===== src/rtl/imem_loader_pkg.sv =====
// Shared definitions for the IMEM program loader: FSM state encoding and
// framing constants.
package imem_loader_pkg;

    localparam int LD_BYTES_PER_WORD = 4;
    localparam int LD_SUM_W          = 8;
    localparam int LD_IDX_W          = $clog2(LD_BYTES_PER_WORD);

    typedef enum logic [2:0] {
        ST_IDLE  = 3'd0,
        ST_RECV  = 3'd1,
        ST_WRITE = 3'd2,
        ST_CHECK = 3'd3,
        ST_DONE  = 3'd4
    } ld_state_t;

endpackage


===== src/rtl/ld_word_assembler.sv =====
// Collects host bytes MSB-first into a 32-bit word and keeps the running
// additive checksum of every byte accepted since the last clear.
module ld_word_assembler
    import imem_loader_pkg::*;
(
    input  logic                SYS_clk,
    input  logic                SYS_reset,
    input  logic                clear,
    input  logic                accept,
    input  logic [7:0]          byte_in,
    output logic                word_full,
    output logic [31:0]         word,
    output logic [LD_SUM_W-1:0] sum
);

    logic [LD_IDX_W-1:0] byte_idx;

    // High on the accept that completes the word, so the FSM can leave RECV on that edge.
    assign word_full = accept && (byte_idx == LD_IDX_W'(LD_BYTES_PER_WORD - 1));

    always_ff @(posedge SYS_clk or posedge SYS_reset) begin
        if (SYS_reset) begin
            byte_idx <= '0;
            word     <= '0;
            sum      <= '0;
        end else if (clear) begin
            byte_idx <= '0;
            word     <= '0;
            sum      <= '0;
        end else if (accept) begin
            byte_idx <= word_full ? '0 : byte_idx + LD_IDX_W'(1);
            word     <= {word[23:0], byte_in};
            sum      <= sum + LD_SUM_W'(byte_in);
        end
    end

endmodule


===== src/rtl/imem_loader.sv =====
// Streams a checksummed big-endian program frame from the host byte channel
// into IMEM while holding the CPU.
//
// state | meaning
// IDLE  | waiting for ld_start; CPU released
// RECV  | accepting data bytes of the current word
// WRITE | one-cycle IMEM write of the assembled word
// CHECK | accepting the checksum byte
// DONE  | one-cycle completion pulse
module imem_loader
    import imem_loader_pkg::*;
#(
    parameter int ADDR_W = 8,
    parameter int CNT_W  = 7
) (
    input  logic              SYS_clk,
    input  logic              SYS_reset,
    input  logic              ld_start,
    input  logic [ADDR_W-1:0] ld_base,
    input  logic [CNT_W-1:0]  ld_words,
    input  logic              ld_abort,
    input  logic              ld_valid,
    input  logic [7:0]        ld_byte,
    output logic              ld_ready,
    output logic              im_wr_en,
    output logic [ADDR_W-1:0] im_wr_addr,
    output logic [31:0]       im_wr_data,
    output logic              cpu_hold,
    output logic              ld_busy,
    output logic              ld_done,
    output logic              ld_error
);

    ld_state_t             state;
    logic [ADDR_W-1:0]     addr;
    logic [CNT_W-1:0]      remaining;
    logic                  error_q;
    logic                  asm_clear;
    logic                  asm_accept;
    logic                  word_full;
    logic [31:0]           word;
    logic [LD_SUM_W-1:0]   sum;

    assign asm_clear  = (state == ST_IDLE) && ld_start;
    assign asm_accept = (state == ST_RECV) && ld_valid && !ld_abort;

    ld_word_assembler u_asm (
        .SYS_clk   (SYS_clk),
        .SYS_reset (SYS_reset),
        .clear     (asm_clear),
        .accept    (asm_accept),
        .byte_in   (ld_byte),
        .word_full (word_full),
        .word      (word),
        .sum       (sum)
    );

    always_ff @(posedge SYS_clk or posedge SYS_reset) begin
        if (SYS_reset) begin
            state     <= ST_IDLE;
            addr      <= '0;
            remaining <= '0;
            error_q   <= 1'b0;
        end else begin
            case (state)
                ST_IDLE: begin
                    if (ld_start) begin
                        addr      <= ld_base & ~ADDR_W'(3);
                        remaining <= ld_words;
                        error_q   <= 1'b0;
                        state     <= (ld_words == '0) ? ST_CHECK : ST_RECV;
                    end
                end
                ST_RECV: begin
                    if (ld_abort) begin
                        error_q <= 1'b1;
                        state   <= ST_DONE;
                    end else if (word_full) begin
                        state <= ST_WRITE;
                    end
                end
                ST_WRITE: begin
                    if (ld_abort) begin
                        error_q <= 1'b1;
                        state   <= ST_DONE;
                    end else begin
                        addr      <= addr + ADDR_W'(LD_BYTES_PER_WORD);
                        remaining <= remaining - CNT_W'(1);
                        state     <= (remaining == CNT_W'(1)) ? ST_CHECK : ST_RECV;
                    end
                end
                ST_CHECK: begin
                    if (ld_abort) begin
                        error_q <= 1'b1;
                        state   <= ST_DONE;
                    end else if (ld_valid) begin
                        error_q <= (ld_byte != sum);
                        state   <= ST_DONE;
                    end
                end
                ST_DONE: begin
                    if (ld_abort) error_q <= 1'b1;
                    state <= ST_IDLE;
                end
                default: state <= ST_IDLE;
            endcase
        end
    end

    // Abort must kill a write or handshake in the very cycle it arrives, so it gates the decode.
    assign ld_ready   = ((state == ST_RECV) || (state == ST_CHECK)) && !ld_abort;
    assign im_wr_en   = (state == ST_WRITE) && !ld_abort;
    assign im_wr_addr = addr;
    assign im_wr_data = word;
    assign cpu_hold   = (state != ST_IDLE);
    assign ld_busy    = (state != ST_IDLE);
    assign ld_done    = (state == ST_DONE);
    assign ld_error   = error_q;

endmodule


===== config.mk =====
export PLATFORM = sky130hd
export DESIGN_NAME = imem_loader
export DESIGN_NICKNAME = d
export VERILOG_FILES = /design/src/rtl/imem_loader_pkg.sv /design/src/rtl/ld_word_assembler.sv /design/src/rtl/imem_loader.sv
export SDC_FILE = /design/constraint.sdc
export NUM_CORES = 1
export LEC_CHECK = 0
export CORE_MARGIN = 1
export CORE_UTILIZATION = 44
export DETAILED_ROUTE_END_ITERATION = 7
export DONT_BUFFER_PORTS = 1
export GPL_TIMING_DRIVEN = 0
export PLACE_DENSITY = 0.62
export SYNTH_ARGS = -nofsm -noshare
export SYNTH_HDL_FRONTEND = slang
export SYNTH_SLANG_ARGS = --single-unit

===== constraint.sdc =====
create_clock -name SYS_clk -period 2.05 [get_ports SYS_clk]
set_clock_uncertainty 0.1 [all_clocks]
set_input_delay 0.1025 -clock SYS_clk [delete_from_list [all_inputs] [get_ports SYS_clk]]
set_output_delay 0.1025 -clock SYS_clk [all_outputs]
set_load 0.01 [all_outputs]

==> results_dict.tcl <==
set metrics [dict create \
    cts.path.max_buffers 2 \
    rows 29 \
    detailed_place_hpwl_um 5010 \
    via_count 2381 \
    fin_crit_ps 2020 \
    final_hold_viol_count 0 \
    yosysTopAreaCellShare_pct 48.7 \
    globalplace.congestion 0.839 \
    critical_path_required_ps 2180 \
    timing.reg2reg.worst_path_depth 8 \
    grt_first_pass_wirelength_um 12300 \
    post_dp_cell_area_um2 3150 \
    seq_area_frac_synth_pct 48.7 \
    grt-ovfl-total 0 \
    boundaryPins 74 \
    antenna_cell_count 0 \
    yosys.cell_types.count 47 \
    clk_latency_ps 350 \
    fp.dieW_um 85.0 \
    number_of_violations_reported_at_the_end_of_detailed_routing_iteration_0 196 \
    detail_route.vias_per_cell 5.67 \
    cp_data_arrival_time_ps 2140 \
    synth_area_leader_cell "sky130_fd_sc_hd__dfrtp_1" \
    syn-cell-area_um2 3030 \
    numCtsBuffers 9 \
    floorplan.initialDensity_pct 46.7 \
    drc_markers 0 \
    timing.critical_path.fanout_max 3 \
    hp-start "ld_abort" \
    worst_hold_path_type "in2reg" \
    standby_leakage_power_uw 0.00168 \
    setup.worst_path.class "reg2reg" \
    floorplan.die_area_um2 7230 \
    period_share_pct 98.4 \
    detail_route.wl_per_cell_um 17.5 \
    report.final.slew_viol_count 0 \
    holdWs_ps 43.5 \
    drv_cap 0 \
    cts.sinks 59 \
    run_status "finished clean" \
    ys_dominant_reg_cell "sky130_fd_sc_hd__dfrtp_1" \
    core_area_um2 6490 \
    totalWireLength_um 7350 \
    most-common-layout-cells "sky130_fd_sc_hd__dfrtp_1, sky130_fd_sc_hd__a22o_1, sky130_fd_sc_hd__nand2_1" \
    worst_slew_pin_slew_ps 511 \
    fmaxAchievable_mhz 496 \
    timing.max_slew.rel_slack_pct 65.8 \
    port_buffers 0 \
    setup_repair_after_global_routing_missed_its_margin "yes" \
    worst_setup_path_end_kind "register" \
    detail_route.first_pass.iterations 4 \
    clk_root_buffer_cell "sky130_fd_sc_hd__clkbuf_8" \
    final-setup-viol-count 0 \
    final_net_count 378 \
    r2r_setup_slack_ps 30 \
    async_reset_ff_share_pct 100 \
    synth.ff_latch_count 59 \
    netlist_instances 297 \
    final_area_um2 3620 \
    ir_drop_mv 0.574 \
    crit_path_start_kind "register" \
    tritoncts "done" \
    power-per-cell-area_nw_per_um2 1380 \
    syn_area_per_cell_um2 10.2 \
    antenna_violating_nets_post_route 0 \
    synth.top_cells.by_area "sky130_fd_sc_hd__dfrtp_1, sky130_fd_sc_hd__a22o_1, sky130_fd_sc_hd__ha_1" \
    crit-reg2reg-capture "u_asm.sum[6]$_DFFE_PP0P_" \
    grt_antenna_before_repair 0 \
    synth_enable_flop_cells 0 \
    power.total_uw 5000 \
    filler_cell_count 559 \
    grt_start_max_net_pins 43 \
    grt_pass1_vias 2355 \
    dieHeight_um 85.0 \
    layout_cells_sized_above_1_pct 14.9 \
    worstReg2RegStart "u_asm.sum[0]$_DFFE_PP0P_" \
    syn_to_final_growth_pct 19.3 \
    final_common_cell "sky130_fd_sc_hd__dfrtp_1" \
    timing.hold.worst_path_depth 3 \
    holdPathEnd "state[2]$_DFFE_PP0P_" \
    synth_warnings 0 \
    clkTransAtPathRegs_ps 90 \
    grt_use_total_pct 22.1 \
    cts_htree_levels 3 \
]
[how the worst max path moves through the flow]
stage / start / endpoint / slack (ps) / depth (start not counted)
floorplan: u_asm.sum[0]$_DFFE_PP0P_ / u_asm.sum[6]$_DFFE_PP0P_ / 40 / 8
global placement: SYS_reset / u_asm.sum[2]$_DFFE_PP0P_ / -370 / 1
detailed placement: u_asm.sum[0]$_DFFE_PP0P_ / u_asm.sum[6]$_DFFE_PP0P_ / -80 / 8
CTS: state[0]$_DFFE_PP0P_ / ld_busy / 6 / 4
global route: u_asm.sum[0]$_DFFE_PP0P_ / u_asm.sum[6]$_DFFE_PP0P_ / -40 / 8
finish: u_asm.sum[0]$_DFFE_PP0P_ / u_asm.sum[6]$_DFFE_PP0P_ / 30 / 8
[cells by family after synthesis]
| kind of cell | after synthesis | share of synthesized area [%] |
|---|---|---|
| AOI/OAI and AO/OA | 104 | 24.5 |
| and+or+nand+nor | 83 | 13.8 |
| DFF | 59 | 48.7 |
| buffers and inverters | 32 | 5.94 |
| adders and majority gates | 12 | 5.20 |
| xor gates and xnor gates | 6 | 1.73 |
| other | 1 | 0.124 |
[critical path, stage by stage, from the launching register on]
cell	delay [ps]
sky130_fd_sc_hd__dfrtp_1	400
sky130_fd_sc_hd__ha_2	220
sky130_fd_sc_hd__inv_2	50
sky130_fd_sc_hd__fa_2	220
sky130_fd_sc_hd__nor2b_4	50
sky130_fd_sc_hd__o21ai_2	140
sky130_fd_sc_hd__a21oi_2	80
sky130_fd_sc_hd__or4_1	400
sky130_fd_sc_hd__a32o_1	230
[per-stage QoR]
stage	instances	setup slack (ps)	util, %	TNS (ps)
after floorplan	298	38.5	-	0
after global placement	375	-367	48.2	-21530
after detailed placement	376	-80.1	48.5	-80.1
after CTS	418	5.63	55.4	0
after global routing	420	-35.4	55.7	-35.4
final	420	33.4	55.7	0
[cell type report]
class / instances / area [µm²] / area share [%]
Inverter: 12 / 45.0 / 1.25
Clock buffer: 9 / 124 / 3.42
Multi-Input combinational cell: 207 / 1390 / 38.5
Tap cell: 77 / 96.3 / 2.66
Buffer: 20 / 135 / 3.74
Clock inverter: 7 / 56.3 / 1.56
Timing Repair Buffer: 29 / 290 / 8.02
Sequential cell: 59 / 1480 / 40.8
[power by group]
group	leakage, µW	internal (µW)	switching, µW
Sequential	0.000778	1560	509
Clock	0.0000910	455	536
Combinational	0.000807	860	1090
[flip-flops by register name, indices dropped and copies added, names as in the netlist]
name            flops
u_asm.sum           8
u_asm.word         32
u_asm.byte_idx      2
im_wr_addr          6
ld_error            1
state               3
remaining           7
[synth_stat cells, types with 2 or more instances]
library cell / number
sky130_fd_sc_hd__nor4_1: 5
sky130_fd_sc_hd__a22o_1: 32
sky130_fd_sc_hd__o21ai_2: 2
sky130_fd_sc_hd__o31ai_1: 3
sky130_fd_sc_hd__a22oi_1: 2
sky130_fd_sc_hd__ha_1: 11
sky130_fd_sc_hd__o21a_1: 2
sky130_fd_sc_hd__xor2_1: 3
sky130_fd_sc_hd__nand3_1: 9
sky130_fd_sc_hd__nor3_1: 11
sky130_fd_sc_hd__a211oi_1: 4
sky130_fd_sc_hd__xnor2_1: 3
sky130_fd_sc_hd__nor2_1: 13
sky130_fd_sc_hd__clkbuf_1: 2
sky130_fd_sc_hd__inv_1: 12
sky130_fd_sc_hd__a21oi_1: 17
sky130_fd_sc_hd__a31oi_1: 3
sky130_fd_sc_hd__buf_2: 9
sky130_fd_sc_hd__o21ai_0: 22
sky130_fd_sc_hd__and2_1: 4
sky130_fd_sc_hd__nand2b_1: 3
sky130_fd_sc_hd__buf_6: 4
sky130_fd_sc_hd__o2bb2ai_1: 3
sky130_fd_sc_hd__nand2_1: 29
sky130_fd_sc_hd__o22ai_1: 2
sky130_fd_sc_hd__dfrtp_1: 59
sky130_fd_sc_hd__buf_4: 5
sky130_fd_sc_hd__a21o_1: 4
[repair_timing]
item                                   CTS  global route
pin swaps                                6             2
gates resized for setup                  4             1
setup buffers                            2             2
endpoints found under the hold margin   85             0
hold buffers                            24             0
setup endpoints to repair                1             2
[metal layers]
layer / share of wire (%) / GRT usage [%] / up-vias
met5: 0 / 0 / -
met1: 49 / 31.5 / 1146
met4: 1.1 / 8.32 / 0
met3: 5.4 / 5.16 / 6
li1: - / - / 1171
met2: 44 / 32.6 / 58
(Power assumes the default switching activity.)
